$ cat src/rtl/mem_read_seq_if.sv
// Bundle of the read-sequencer signals: control inputs, the memory read port
// and the pair output towards the compute unit.
interface mem_read_seq_if;
    // burst control
    logic         start;
    logic         abort;
    logic [4:0]   base_addr;
    logic [4:0]   len;
    logic         busy;
    logic         done;
    // main-memory read port
    logic [1:0]   R_am;
    logic [4:0]   R_addr;
    logic [63:0]  mem_d1;
    logic [63:0]  mem_d2;
    // pair output to the compute unit
    logic [127:0] pair_data;
    logic         pair_valid;
    logic         pair_ready;

    // sequencer side
    modport slave (
        input  start, abort, base_addr, len, mem_d1, mem_d2, pair_ready,
        output busy, done, R_am, R_addr, pair_data, pair_valid
    );

    // controller / memory / compute-unit side
    modport master (
        output start, abort, base_addr, len, mem_d1, mem_d2, pair_ready,
        input  busy, done, R_am, R_addr, pair_data, pair_valid
    );
endinterface

$ cat src/rtl/mem_read_seq.sv
// Burst read sequencer: reads len word pairs starting at base_addr (step 2,
// 5-bit wrap) and hands each {mem[a+1], mem[a]} to the compute unit over a
// valid/ready handshake. One pair in flight at a time: ISSUE -> LOAD -> OUT.
module mem_read_seq (
    input  logic          clk,
    input  logic          rst,
    mem_read_seq_if.slave bus
);

    typedef enum logic [2:0] {
        S_IDLE  = 3'd0,
        S_ISSUE = 3'd1,
        S_LOAD  = 3'd2,
        S_OUT   = 3'd3,
        S_DONE  = 3'd4
    } state_e;

    state_e         state_q, state_d;
    logic [4:0]     cur_addr_q, cur_addr_d;
    logic [4:0]     remaining_q, remaining_d;
    logic [4:0]     r_addr_q, r_addr_d;
    logic [127:0]   pair_data_q, pair_data_d;
    logic           pair_valid_q, pair_valid_d;

    logic [1:0]     r_am;
    logic           busy_o;
    logic           done_o;

    logic           handshake;
    logic           last_pair;
    logic [4:0]     next_addr;

    // pair accepted by the compute unit on this edge
    assign handshake = (state_q == S_OUT) && pair_valid_q && bus.pair_ready;
    assign last_pair = (remaining_q == 5'd1);
    // 5-bit arithmetic gives the address wrap for free (31 -> 1)
    assign next_addr = cur_addr_q + 5'd2;

    // state register
    always_ff @(posedge clk or negedge rst) begin
        if (!rst) state_q <= S_IDLE;
        else      state_q <= state_d;
    end

    // next-state logic; abort overrides everything else
    always_comb begin
        state_d = state_q;
        if (bus.abort) begin
            state_d = S_IDLE;
        end else begin
            case (state_q)
                S_IDLE:  if (bus.start) state_d = (bus.len == 5'd0) ? S_DONE : S_ISSUE;
                S_ISSUE: state_d = S_LOAD;
                S_LOAD:  state_d = S_OUT;
                S_OUT:   if (handshake) state_d = last_pair ? S_DONE : S_ISSUE;
                S_DONE:  state_d = S_IDLE;
                default: state_d = S_IDLE;
            endcase
        end
    end

    // datapath next values: burst counters, read address, pair capture
    always_comb begin
        cur_addr_d   = cur_addr_q;
        remaining_d  = remaining_q;
        r_addr_d     = r_addr_q;
        pair_data_d  = pair_data_q;
        pair_valid_d = pair_valid_q;
        if (bus.abort) begin
            pair_valid_d = 1'b0;
            remaining_d  = 5'd0;
        end else begin
            case (state_q)
                S_IDLE: begin
                    if (bus.start) begin
                        cur_addr_d  = bus.base_addr;
                        remaining_d = bus.len;
                        // R_addr only moves when a read is about to be issued
                        if (bus.len != 5'd0) r_addr_d = bus.base_addr;
                    end
                end
                S_LOAD: begin
                    // memory data is valid in the cycle after the read edge
                    pair_data_d  = {bus.mem_d2, bus.mem_d1};
                    pair_valid_d = 1'b1;
                end
                S_OUT: begin
                    if (handshake) begin
                        pair_valid_d = 1'b0;
                        remaining_d  = remaining_q - 5'd1;
                        cur_addr_d   = next_addr;
                        if (!last_pair) r_addr_d = next_addr;
                    end
                end
                default: ;
            endcase
        end
    end

    // datapath registers
    always_ff @(posedge clk or negedge rst) begin
        if (!rst) begin
            cur_addr_q   <= 5'd0;
            remaining_q  <= 5'd0;
            r_addr_q     <= 5'd0;
            pair_data_q  <= 128'd0;
            pair_valid_q <= 1'b0;
        end else begin
            cur_addr_q   <= cur_addr_d;
            remaining_q  <= remaining_d;
            r_addr_q     <= r_addr_d;
            pair_data_q  <= pair_data_d;
            pair_valid_q <= pair_valid_d;
        end
    end

    // state-decoded outputs: read strobe, busy, done pulse
    always_comb begin
        r_am   = 2'b11;
        busy_o = 1'b1;
        done_o = 1'b0;
        case (state_q)
            S_IDLE:  busy_o = 1'b0;
            S_ISSUE: r_am   = 2'b00;
            S_DONE:  done_o = 1'b1;
            default: ;
        endcase
    end

    assign bus.R_am       = r_am;
    assign bus.R_addr     = r_addr_q;
    assign bus.pair_data  = pair_data_q;
    assign bus.pair_valid = pair_valid_q;
    assign bus.busy       = busy_o;
    assign bus.done       = done_o;

endmodule

$ cat src/flat_wrapper.sv
// flat-port wrapper written by rule: the top's interface ports become plain ports
module mem_read_seq_flat 
  (clk, rst, bus_start, bus_abort, bus_base_addr, bus_len, bus_mem_d1, bus_mem_d2, bus_pair_ready, bus_busy, bus_done, bus_R_am, bus_R_addr, bus_pair_data, bus_pair_valid);
  mem_read_seq_if bus_i ();
  input  logic clk;
  input  logic rst;
  input wire logic [$bits(bus_i.start)-1:0] bus_start;
  input wire logic [$bits(bus_i.abort)-1:0] bus_abort;
  input wire logic [$bits(bus_i.base_addr)-1:0] bus_base_addr;
  input wire logic [$bits(bus_i.len)-1:0] bus_len;
  input wire logic [$bits(bus_i.mem_d1)-1:0] bus_mem_d1;
  input wire logic [$bits(bus_i.mem_d2)-1:0] bus_mem_d2;
  input wire logic [$bits(bus_i.pair_ready)-1:0] bus_pair_ready;
  output wire logic [$bits(bus_i.busy)-1:0] bus_busy;
  output wire logic [$bits(bus_i.done)-1:0] bus_done;
  output wire logic [$bits(bus_i.R_am)-1:0] bus_R_am;
  output wire logic [$bits(bus_i.R_addr)-1:0] bus_R_addr;
  output wire logic [$bits(bus_i.pair_data)-1:0] bus_pair_data;
  output wire logic [$bits(bus_i.pair_valid)-1:0] bus_pair_valid;
  assign bus_i.start = bus_start;
  assign bus_i.abort = bus_abort;
  assign bus_i.base_addr = bus_base_addr;
  assign bus_i.len = bus_len;
  assign bus_i.mem_d1 = bus_mem_d1;
  assign bus_i.mem_d2 = bus_mem_d2;
  assign bus_i.pair_ready = bus_pair_ready;
  assign bus_busy = bus_i.busy;
  assign bus_done = bus_i.done;
  assign bus_R_am = bus_i.R_am;
  assign bus_R_addr = bus_i.R_addr;
  assign bus_pair_data = bus_i.pair_data;
  assign bus_pair_valid = bus_i.pair_valid;
  mem_read_seq u_core (.clk(clk), .rst(rst), .bus(bus_i));
endmodule
$ cat config.mk
export PLATFORM = sky130hd
export DESIGN_NAME = mem_read_seq_flat
export DESIGN_NICKNAME = d
export VERILOG_FILES = /design/src/rtl/mem_read_seq_if.sv /design/src/rtl/mem_read_seq.sv /design/src/flat_wrapper.sv
export SDC_FILE = /design/constraint.sdc
export NUM_CORES = 1
export LEC_CHECK = 0
export BUFFER_PORTS_ARGS = -buffer_cell sky130_fd_sc_hd__buf_2
export CORE_MARGIN = 8
export CORE_UTILIZATION = 35
export DETAILED_ROUTE_END_ITERATION = 12
export MAX_ROUTING_LAYER = met4
export SLEW_MARGIN = 40
export SYNTH_ARGS = -nofsm -noshare
export SYNTH_HDL_FRONTEND = slang
export SYNTH_SLANG_ARGS = --single-unit
export TNS_END_PERCENT = 50
$ cat constraint.sdc
create_clock -name clk -period 3 [get_ports clk]
set_input_delay 0.6 -clock clk [delete_from_list [all_inputs] [get_ports clk]]
set_output_delay 0.6 -clock clk [all_outputs]
set_load 0.02 [all_outputs]
# Word-level counts from Yosys, hierarchy flattened
# Index checks and enable logic that the tools add are counted.
totals:
  latchBits: 0
  ramBits: 0
  in_bits: 143
  mem_count: 0
  mem_bits_ro: 0
  wordCells: 58
  output_inout_bits: 138
  register_bits: 147
op_classes:
  muxes: 24
  eq_ne: 11
  n_lt_le_gt_ge: 0
  div: 0
  shifts: 0
  bitwise: 1
  n_addsub: 2
  n_mul: 0
  n_reduce_logical: 14
op_table:
  columns: ["operator", "n"]
  rows:
  - ["5-bit 2-to-1 mux", 9]
  - ["5-bit case mux with 2 select lines", 3]
  - ["3-bit 2-to-1 mux", 5]
  - ["3-bit case mux with 4 select lines", 1]
  - ["3-bit by 2-bit == test with 1-bit output, second input constant", 2]
  - ["2-bit AND reduction", 3]
  - ["6-bit AND reduction", 1]
  - ["3-bit nonzero test", 2]
  - ["5-bit by 2-bit adder with 5-bit output, second input constant", 1]
  - ["5-bit by 1-bit == test with 1-bit output, second input constant", 1]
  - ["5-bit logical NOT", 1]
  - ["5-bit nonzero test", 1]
  - ["5-bit by 1-bit subtractor with 5-bit output, second input constant", 1]
  - ["1-bit 2-to-1 mux", 4]
  - ["2-bit by 1-bit != test with 1-bit output, second input constant", 2]
  - ["2-bit != test, second input constant", 2]
  - ["4-bit AND reduction", 1]
  - ["3-bit by 1-bit == test with 1-bit output, second input constant", 1]
  - ["3-bit == test, second input constant", 1]
  - ["3-bit logical NOT", 1]
  - ["3-bit by 2-bit != test with 1-bit output, second input constant", 1]
  - ["3-bit != test, second input constant", 1]
  - ["3-bit AND reduction", 1]
  - ["1-bit logical AND", 2]
  - ["other kinds (4)", 4]

# Depth between registers and ports, before layout
# Gate-level depths: netlist of run 1.
logic_depth:
  depth_word: 6
  depth_mapped: 6
  depth_no_buf: 5

# Worst setup path after synthesis of run 1
# No wires, ideal clock.
synth_timing:
  path_type: "input to register"
  start: "in bus_start"
  end: "reg u_core.r_addr_q[0], in the netlist u_core.bus.R_addr[0]"
  n_path_buf: 0
  setup_time_ps: 125
  stages: 4
  path_slack_ps: 867
  arrival_ps: 2008
  t_required_ps: 2875
  cell_sequence: "or3b_4 > a211o_1 > a311oi_4 > mux2_2"
synth_between:
  elab_chain_cells: 2
synth_rtl:
  columns: ["element", "line", "text"]
  rows:
  - ["start, declared", "flat_wrapper.sv:7", "input wire logic [$bits(bus_i.start)-1:0] bus_start;"]
  - ["2-bit != test (no line)", null, null]
  - ["6-bit AND reduction (no line)", null, null]
  - ["end signal, assigned", "mem_read_seq.sv:111", "r_addr_q <= r_addr_d;"]
  - ["end, declared", "mem_read_seq.sv:21", "logic [4:0] r_addr_q, r_addr_d;"]
# No other way between the ends.
# A chain may end at the register's enable or synchronous reset.

# Worst setup path in the final report of run 1
layout_timing:
  start: "reg u_core.state_q[0]"
  end: "out bus_R_am[0]"
layout_between:
  elab_chain_cells: 2
layout_rtl:
  columns: ["element", "line", "text"]
  rows:
  - ["start, declared", "mem_read_seq.sv:18", "state_e state_q, state_d;"]
  - ["start signal, assigned", "mem_read_seq.sv:42", "else state_q <= state_d;"]
  - ["3-bit by 1-bit == test with 1-bit output", "mem_read_seq.sv:122", "case (state_q)"]
  - ["2-bit 2-to-1 mux", "mem_read_seq.sv:122", null]
  - ["end, declared", "flat_wrapper.sv:16", "output wire logic [$bits(bus_i.R_am)-1:0] bus_R_am;"]
# No other way between the ends.

==> results.md, run 1 <==
- Starting Density: 0.3552
- Number of synthesized flops with an enable pin: 0
- Clk buf depth: 2
- Sequential Power Share: 0.365
- Core area: roughly 0.016 mm^2
- Nets: roughly 800
- GR Util met1: 0.1684
- Final setup TNS: 0 ns
- # Post-CTS Setup Buffers: 0
- Status: completed
- Routing usage on met3: 0.06032
- Syn_area_per_cell: roughly 15 um^2
- Reg clk slew, reported paths: 0.06 ns
- Syn Inst Count: ~400
- Yosys warns: 0
- Clk Latency, worst-skew pair: about 0.42 ns
- DR vias/cell: approximately 4.7
- CTS tree: yes
- MaxCap Viol Count: 0
- Resize count post-CTS: 0
- Via count: around 4200
- Part of the power in the clock network: 0.234
- Distinct cells, synth: 37
- Die ar.: approximately 0.021 mm^2
- Maximum clock rate: ~440 MHz
- Share of the synthesized area in the top cell type: 0.6289
- Final Hold Viols: 0
- LEAKAGE: between 3 and 4 nW
- Critical Path RT: 2.40 ns
- Drt drc: 0
- Hpwl dp: ~12000 um
- Critical path type: register to primary output
- Antenna-violating nets left: 0
- Min-delay worst type: input port to asynchronous set/reset pin
- Sw frac: 0.3708
- Leading area contributor after synthesis: dfrtp_1
- Combinational share of power: 0.402
- Sequential area share after synthesis: 0.6289
- Met2 Use GR: 0.2505
- Num rows: 47
- I/O pin count: between 200 and 300
- Hold_buf cts: 0
- Worst-path fanout max: 12
- DR WL/cell: between 15 and 20 um
- Worst Skew: about 0.0097 ns
- Sequential Area: about 0.0037 mm^2
- Measured slew at the worst slew-check pin: about 0.66 ns
- GR peak layer: met2
- Vias in the first global route: 4778
- Layout cells sized above 1: 0.6628
- Final setup viols: 0
- Peak VDD IR: 0.0004534 V
- Filler Cell Count: 1527
- Most numerous cell in the Yosys netlist: dfrtp_1
- Drt initial violations: ~120
- Top cells by area, synth: dfrtp_1 (63%), mux2_2 (26%), buf_2 (1.3%), nand2_1 (0.77%), nor2_1 (0.71%)
- H-tree depth: 4
- Crit start category: register
- Critical path arrival: approximately 1.7 ns
- Port Buf Inserts: 280
- Footprint of the multi-input gates: 0.002068 mm^2
- Drt first pass iters: 4
- Antenna violations before repair: 1
- Period Utilization, post-route: 0.7586
- Fin cells: a little over 900
- Fin crit period: 2.276 ns
- GPL Wtd Cong: between 0.8 and 0.9
- DP Cell Count: approximately 900
- First-pass GRT wire length: approximately 25000 um
- Mapped Nets: 537
- Largest net degree at the start of global routing: 87
- Psw: 3.496 mW
- Total GRT Usage: 0.1551
- P_int: approximately 5.9 mW
- Synth Cell Area: approximately 0.006 mm^2
- RSZ-0062 raised after global routing: no
- Grt total ovfl: 0
- Post-synth top cells: dfrtp_1 (147), mux2_2 (136), buf_2 (15), nand2_1 (12), nor2_1 (11)
- Critical path endpoint category: primary output
- #FFs+latches synth: 147
- FFs w/ async S/R, synth: 1.000
- Die Width: around 150 um
- Layout area overhead: 38.84%
- Total CTS buffers: 17
- Die Span Y: between 100 and 150 um
- Post-Route WL: 15770 um
- Clock sink total: 147
- Slew Limit Fails: 0
- Root Buffer Master: clkbuf_16
- Dominant synthesized flop cell: dfrtp_1
- Max-Slew Margin vs Limit: 0.5529
- Cell area power density: around 1200 mW/mm^2
## area by class of cell
class	count	area share
Sequential cell	147	0.4529
Multi-Input combinational cell	221	0.2547
Timing Repair Buffer	284	0.1816
Clock buffer	18	0.05284
Tap cell	220	0.03389
Clock inverter	13	0.02280
Inverter	2	0.0009244
Antenna cell	1	0.0003081
## power groups by stage
| stage | Clock (mW) | Sequential, mW | Combinational, mW |
|---|---|---|---|
| after detailed placement | 0 | 3.47 | 3.87 |
| after global routing | 2.36 | 3.57 | 4.05 |
| final | 2.20 | 3.44 | 3.79 |
| after global placement | 0 | 3.42 | 3.80 |
| after floorplan | 0 | 4.55 | 1.31 |
| after CTS | 2.27 | 3.45 | 3.86 |
## registers in the layout, summed over array words and instances, names as in the netlist
register / count
u_core.bus.R_addr: 5
u_core.bus.pair_data: 128
u_core.bus.pair_valid: 1
u_core.cur_addr_q: 5
u_core.remaining_q: 5
u_core.state_q: 3
## worst paths after layout
path,slack [ns],depth (start not counted),to,from
setup / recovery,0.72,2,bus_R_am[0],u_core.state_q[0]$_DFFE_PN0P_
hold / removal,0.17,1,u_core.bus.pair_data[1]$_DFFE_PN0P_,rst
min in group clk,0.41,2,u_core.bus.pair_data[117]$_DFFE_PN0P_,bus_mem_d2[53]
max in group asynchronous,2.08,2,u_core.bus.pair_data[112]$_DFFE_PN0P_,rst
hold reg to reg,0.50,1,u_core.bus.pair_data[9]$_DFFE_PN0P_,u_core.bus.pair_data[9]$_DFFE_PN0P_
setup reg to reg,0.77,4,u_core.bus.R_addr[2]$_DFFE_PN0P_,u_core.state_q[0]$_DFFE_PN0P_
## placed cells by master (no fill, tap or decap), drive strengths merged, types with 2 or more instances in the layout
master and instances:
clkinvlp 2, dfrtp 147, o21ai 8, a211oi 3, clkinv 6, xnor2 2, nor3b 3, and2 2
nand2 12, inv 3, nand3 3, a31oi 3, nor3 3, buf 284, nand3b 2, bufinv 4
mux2 136, clkbuf 18, a21oi 8, o22ai 2, nor2 11, o211ai 2, a21o 2, ha 3
nand4 2, or3b 2
## critical path: stages, from the launching register on
cell	delay [ns]
dfrtp_1	0.57
or3b_2	0.52
buf_2	0.18
## logic make-up (layout without fill, tap and decap cells)
| kind of cell | Yosys count | in the layout | share of synthesized area |
|---|---|---|---|
| DFF | 147 | 147 | 0.6289 |
| muxes | 136 | 136 | 0.2618 |
| and+or+nand+nor | 46 | 46 | 0.04150 |
| AOI/OAI and AO/OA | 33 | 33 | 0.03829 |
| buffers and inverters | 23 | 317 | 0.01861 |
| adders and majority gates | 3 | 3 | 0.006418 |
| xor gates and xnor gates | 3 | 3 | 0.004493 |
| other | 0 | 1 | 0 |
## stage by stage
stage / setup slack [ns] / cell area [um^2] / power [mW] / util / hold WS [ns]
after global placement: 0.7025 / 7505 / 7.217 / 0.4558 / 0.4829
final: 0.7243 / 8122 / 9.427 / 0.4932 / 0.1653
after global routing: 0.6512 / 8122 / 9.982 / 0.4932 / 0.1967
after detailed placement: 0.6548 / 7505 / 7.337 / 0.4558 / 0.4900
after CTS: 0.7119 / 8119 / 9.587 / 0.4931 / 0.1761
after floorplan: 0.8672 / 5849 / 5.856 / - / 0.3044
## per-layer routing
layer	up-vias	share of wire	wire length, um
li1	1961	-	-
met1	2048	0.40	6384
met2	194	0.50	7848
met3	23	0.075	1177
met4	0	0.023	357
met5	-	0	0
(Power assumes the default switching activity.)
==> run 2, diff against run 1 <==
--- a/config.mk
+++ b/config.mk
@@ -5,6 +5,7 @@
 export SDC_FILE = /design/constraint.sdc
 export NUM_CORES = 1
 export LEC_CHECK = 0
+export ABC_AREA = 1
 export BUFFER_PORTS_ARGS = -buffer_cell sky130_fd_sc_hd__buf_2
 export CORE_MARGIN = 8
 export CORE_UTILIZATION = 35
==> constraint.sdc (replaced) <==
create_clock -name clk -period 2.1 [get_ports clk]
set_input_delay 0.42 -clock clk [delete_from_list [all_inputs] [get_ports clk]]
set_output_delay 0.42 -clock clk [all_outputs]
set_load 0.02 [all_outputs]
==> results.md, run 2 <==
- Final setup TNS: 0 ns
- Mapped Nets: 850
- Commonest non-fill, non-tap cells in the layout: buf_2 (279), nand2_1 (186), dfrtp_1 (147), inv_1 (143), o21ai_2 (120)
- Vias in the first global route: roughly 5500
- Crit start category: register
- RSZ-0062 raised after global routing: no
- Critical path endpoint category: register
- Hold_buf cts: 1
- Top cells by area, synth: dfrtp_1 (55%), o21ai_2 (16%), nand2_1 (10%), inv_1 (8.0%), buf_6 (4.7%)
- Share of the synthesized area in the top cell type: 0.5471
- Clk Latency, worst-skew pair: 0.41 ns
- Antenna violations before repair: 0
- Worst-path fanout max: roughly 50
- Critical Path RT: between 2 and 2.5 ns
- CP Cell Sequence: nand3b_4 > or2_4 > buf_4 > nand2_1 > o21ai_2
- Post-synth top cells: nand2_1 (186), dfrtp_1 (147), inv_1 (143), o21ai_2 (120), buf_6 (28)
- Synth Cell Area: about 0.0067 mm^2
- H-tree depth: 4
- Starting Density: 0.3583
- P_int: about 8.1 mW
- Final Hold Viols: 0
- DR vias/cell: approximately 4.3
- Reg clk slew, reported paths: 0.06 ns
- Number of synthesized flops with an enable pin: 0
- Antenna-violating nets left: 0
- Fin crit period: around 1.8 ns
- Drt first pass iters: 4
- Critical path arrival: around 2.2 ns
- CTS tree: yes
- Die Width: roughly 150 um
- Max-Slew Margin vs Limit: 0.4682
- I/O pin count: approximately 280
- Core area: around 0.019 mm^2
- Sequential Power Share: 0.346
- GPL Wtd Cong: ~0.86
- Yosys warns: 0
- Post-synthesis mux area share: 0
- Part of the power in the clock network: 0.219
- Compound-gate portion of the synthesized area: 0.1749
- Die Span Y: between 150 and 200 um
- Sw frac: 0.4157
- Largest net degree at the start of global routing: 59
- Layout area overhead: 33.23%
- Psw: 5.739 mW
- Hpwl dp: approximately 14000 um
- Total CTS buffers: 17
- Nets: around 1100
- Drt drc: 0
- Final setup viols: 0
- Min-delay worst type: input port to register
- Critical path type: register to register
- Measured slew at the worst slew-check pin: roughly 0.8 ns
- Combinational share of power: 0.435
- Post-Synth Simple-Gate Area: 0.1399
- Num rows: 50
- Pwr Total: around 14 mW
- Leading area contributor after synthesis: dfrtp_1
- Peak VDD IR: around 0.00062 V
- Slowest CP cell: or2_4
- Clk buf depth: 2
- Distinct cells, synth: 25
- Cell area power density: ~1500 mW/mm^2
- #FFs+latches synth: between 100 and 150
- Syn Inst Count: 704
- MaxCap Viol Count: 0
- Sequential area share after synthesis: 0.5471
- Total GRT Usage: 0.1530
- CP top delay family: simple AND/OR/NAND/NOR gates
- Maximum clock rate: around 540 MHz
- Root Buffer Master: clkbuf_16
- Placement Cell Area: between 0.008 and 0.009 mm^2
- Status: completed
- Syn_area_per_cell: approximately 9.6 um^2
- First-pass GRT wire length: roughly 29000 um
- Worst path max stage delay: 0.65 ns
- Grt total ovfl: 0
- ANT cells: 0
- Clock sink total: around 150
- FFs w/ async S/R, synth: 1.000
- Fin area: roughly 0.009 mm^2
- Drt initial violations: between 200 and 250
- XOR/XNOR share of the synthesized area: 0.001303
- # Post-CTS Setup Buffers: 0
- DR WL/cell: roughly 14 um
- Adder-cell share of the synthesized area: 0.005582
- Max reg flops: between 100 and 150
- Main combinational cell family by area after synthesis: compound AO/OA/AOI/OAI gates
- Period Utilization, post-route: 0.8751
- Dominant synthesized flop cell: dfrtp_1
- Via count: between 5000 and 6000
- Commonest non-fill, non-tap cell in the layout: buf_2
- Worst Skew: between 0.006 and 0.007 ns
- LEAKAGE: 5.206 nW
- Resize count post-CTS: 0
- Port Buf Inserts: 280
- Post-Route WL: roughly 18000 um
- Slew Limit Fails: 0
- Layout cells sized above 1: 0.4589
- Die ar.: 0.02390 mm^2
- Most numerous cell in the Yosys netlist: nand2_1
- Buf+Inv Stages, Crit Path: 1
==> run 2: changes by cell type after synthesis, moves of 5 or more <==
cell	change
nand2_1	+174
inv_1	+141
mux2_2	-136
o21ai_2	+120
buf_6	+28
nand3_1	+21
buf_2	-12
o21ai_0	+12
a21oi_1	-5
==> run 2: metrics by stage <==
step / instances / worst slack (ns) / utilization / hold slack [ns]
5_1_grt: 1243 / 0.1052 / 0.4773 / 0.2260
2_1_floorplan: 704 / 0.6270 / - / 0.1244
3_3_place_gp: 1210 / 0.2923 / 0.4455 / 0.3499
6_report: 1243 / 0.2624 / 0.4773 / 0.2448
4_1_cts: 1243 / 0.2359 / 0.4773 / 0.2216
3_5_place_dp: 1210 / 0.2687 / 0.4455 / 0.3478
==> run 2: path summary, 6_finish.rpt <==
kind,start,endpoint,slack (ns),cells after the start
setup / recovery,u_core.state_q[0]$_DFFE_PN0P_,u_core.bus.pair_data[58]$_DFFE_PN0P_,0.26,5
hold / removal,bus_mem_d2[39],u_core.bus.pair_data[103]$_DFFE_PN0P_,0.24,3
setup reg to reg,u_core.state_q[0]$_DFFE_PN0P_,u_core.bus.pair_data[58]$_DFFE_PN0P_,0.26,5
hold reg to reg,u_core.bus.R_addr[1]$_DFFE_PN0P_,u_core.bus.R_addr[1]$_DFFE_PN0P_,0.47,2
max in group asynchronous,rst,u_core.bus.pair_data[117]$_DFFE_PN0P_,0.93,3
min in group asynchronous,rst,u_core.bus.R_addr[0]$_DFFE_PN0P_,0.48,2
==> run 2: cell type report <==
type	instances	area, um^2
inverter	144	540.5
clock inverter	12	131.4
sequential	147	3679
tap	234	292.8
multi-input combinational	380	2166
timing repair buffer	306	1693
clock buffer	20	456.7
fill	1835	9809
==> run 2: logic make-up after synthesis <==
logic type | after synthesis
simple gates | 231
buf+inv | 177
flops | 147
compound gates | 145
fa+ha+maj | 3
xor+xnor | 1
==> run 2: worst reg2reg max path, delay by kind of cell (launching register included) <==
kind,cells,cell delay [ns]
AOI/OAI and AO/OA,1,0.06
buffers and inverters,1,0.35
DFF,1,0.42
and+or+nand+nor,3,0.92
==> run 2: power by group through the flow <==
stage	clock network (mW)	registers (mW)	logic, mW
4_1_cts	3.12	4.78	6.12
3_5_place_dp	0	4.81	6.12
5_1_grt	3.21	4.94	6.60
2_1_floorplan	0	6.21	2.70
3_3_place_gp	0	4.80	6.02
6_report	3.02	4.77	6.01
==> run 2: routing by layer <==
metal  vias to the layer above  track usage  part of all wire
met1                      2376       0.1833              0.44
met5                         -            -                 0
li1                       2734            -                 -
met2                       179       0.2433              0.47
met3                        23      0.04402             0.067
met4                         0      0.05366             0.019
==> run 3, diff against run 2 <==
--- a/config.mk
+++ b/config.mk
@@ -11,6 +11,7 @@
 export CORE_UTILIZATION = 35
 export DETAILED_ROUTE_END_ITERATION = 12
 export MAX_ROUTING_LAYER = met4
+export PLACE_DENSITY = 0.73
 export SLEW_MARGIN = 40
 export SYNTH_ARGS = -nofsm -noshare
 export SYNTH_HDL_FRONTEND = slang
==> results.md, run 3 (synthesis gave the netlist of run 2 again) <==
- Grt total ovfl: 0
- Worst path max stage delay: 0.45 ns
- GR Util met1: 0.1746
- Critical Path RT: around 1.7 ns
- DP Cell Count: about 1200
- Flop2flop setup slack: between 0.4 and 0.5 ns
- Fin area: approximately 0.0090 mm^2
- Total CTS buffers: 17
- Num rows: 50
- Part of the power in the clock network: 0.225
- Antenna-violating nets left: 0
- Layout cells sized above 1: 0.4588
- P_int: ~8 mW
- Total GRT Usage: 0.1507
- Hold_buf cts: 1
- Via count: between 5000 and 6000
- Final setup viols: 0
- Hold WS: 0.2469 ns
- Footprint of the multi-input gates: about 0.0022 mm^2
- Critical path type: register to primary output
- Buf+Inv Stages, Crit Path: 1
- MaxCap Viol Count: 0
- Antenna violations before repair: 0
- Commonest non-fill, non-tap cells in the layout: buf_2 (279), nand2_1 (186), dfrtp_1 (147), inv_1 (143), o21ai_2 (120)
- Drt first pass iters: 4
- Starting Density: 0.3583
- Sw frac: 0.4117
- Clk buf depth: 2
- Die ar.: between 0.02 and 0.025 mm^2
- CP top delay family: flip-flops
- Nets: roughly 1100
- Core area: ~0.019 mm^2
- Combinational share of power: 0.430
- Port Buf Inserts: 280
- Hpwl dp: around 14000 um
- Die Width: about 150 um
- Worst-path fanout max: 6
- Psw: 5.725 mW
- Sequential Power Share: 0.345
- Fin crit period: ~1.8 ns
- Crit start category: register
- Maximum clock rate: approximately 550 MHz
- Sequential Area: 0.003679 mm^2
- Placement Cell Area: approximately 0.0084 mm^2
- Largest net degree at the start of global routing: 58
- Post-Route WL: ~17000 um
- Worst Skew: between 0.01 and 0.015 ns
- Slew Limit Fails: 0
- Met2 Use GR: 0.2504
- Final Hold Viols: 0
- Critical path endpoint category: primary output
- I/O pin count: around 280
- Root Buffer Master: clkbuf_16
- Routing usage on met3: 0.05015
- Max-Slew Margin vs Limit: 0.6964
- Clk Latency, worst-skew pair: between 0.4 and 0.5 ns
- Period Utilization, post-route: 0.8655
- Peak VDD IR: 0.0006448 V
- Max reg flops: roughly 130
- CP Cell Sequence: nor2_1 > nand2_1 > buf_2
- Resize count post-CTS: 0
- Measured slew at the worst slew-check pin: around 0.46 ns
- DR vias/cell: 4.396
- DR WL/cell: 13.97 um
- Drt initial violations: ~210
- Fin cells: 1242
- LEAKAGE: about 5.2 nW
- Slowest CP cell: dfrtp_1
- Clock sink total: 147
- Reg clk slew, reported paths: ~0.060 ns
- CTS tree: yes
- GR peak layer: met2
- Min-delay worst type: input port to register
- # Post-CTS Setup Buffers: 0
- RSZ-0062 raised after global routing: no
- First-pass GRT wire length: 28410 um
- H-tree depth: 4
- Cell area power density: between 1500 and 2000 mW/mm^2
- Commonest non-fill, non-tap cell in the layout: buf_2
- Die Span Y: about 150 um
- GPL Wtd Cong: 0.8462
- Critical path arrival: ~1.4 ns
- Status: completed
- Filler Cell Count: around 1800
- Layout area overhead: 33.46%
- Vias in the first global route: around 5600
- Drt drc: 0
- Final setup TNS: 0 ns
==> run 3: cell types whose count changed in the layout (fill, tap and decap cells not counted), sizes merged <==
cell	delta
diode	+1
clkbuf	-1
bufinv	+1
clkinvlp	-2
buf	-1
inv	+1
==> run 3: per-layer routing <==
| metal | wire (um) | share of wire |
|---|---|---|
| met4 | 107 | 0.0062 |
| met5 | 0 | 0 |
| met1 | 7325 | 0.42 |
| met3 | 1390 | 0.080 |
| met2 | 8532 | 0.49 |
==> run 3: final cells by class <==
| cell class | instances | share of cell area |
|---|---|---|
| Multi-Input combinational cell | 380 | 0.2414 |
| Antenna cell | 1 | 0.0002789 |
| Clock inverter | 12 | 0.01729 |
| Tap cell | 234 | 0.03263 |
| Timing Repair Buffer | 305 | 0.1878 |
| Clock buffer | 19 | 0.05047 |
| Sequential cell | 147 | 0.4099 |
| Inverter | 144 | 0.06023 |
==> run 3: power by group through the flow <==
stage | Sequential, mW | Clock (mW) | Combinational, mW
2_1_floorplan | 6.21 | 0 | 2.70
3_3_place_gp | 4.80 | 0 | 5.94
3_5_place_dp | 4.83 | 0 | 6.07
4_1_cts | 4.80 | 3.23 | 6.08
5_1_grt | 4.96 | 3.35 | 6.56
6_report | 4.80 | 3.13 | 5.98
==> run 3: path summary, 6_finish.rpt <==
| kind | from | end | depth (start not counted) |
|---|---|---|---|
| min in group asynchronous | rst | u_core.bus.pair_data[97]$_DFFE_PN0P_ | 2 |
| max in group asynchronous | rst | u_core.bus.pair_data[28]$_DFFE_PN0P_ | 3 |
| max reg2reg | u_core.state_q[2]$_DFFE_PN0P_ | u_core.bus.pair_data[52]$_DFFE_PN0P_ | 7 |
| min reg2reg | u_core.bus.R_addr[0]$_DFFE_PN0P_ | u_core.bus.R_addr[0]$_DFFE_PN0P_ | 2 |
| max | u_core.state_q[1]$_DFFE_PN0P_ | bus_busy | 3 |
| min | bus_mem_d1[62] | u_core.bus.pair_data[62]$_DFFE_PN0P_ | 3 |
==> run 3: through the flow <==
| stage | setup WS, ns | power (mW) | util |
|---|---|---|---|
| 3_3_place_gp | 0.4738 | 10.74 | 0.4451 |
| 4_1_cts | 0.2615 | 14.11 | 0.4780 |
| 2_1_floorplan | 0.6270 | 8.912 | - |
| 3_5_place_dp | 0.4460 | 10.90 | 0.4451 |
| 6_report | 0.2825 | 13.90 | 0.4781 |
| 5_1_grt | 0.1681 | 14.87 | 0.4780 |
==> run 3: tightest hold or removal path, cell delays in order <==
cell and delay [ns]:
buf_2 0.09, inv_1 0.05, o21ai_2 0.05
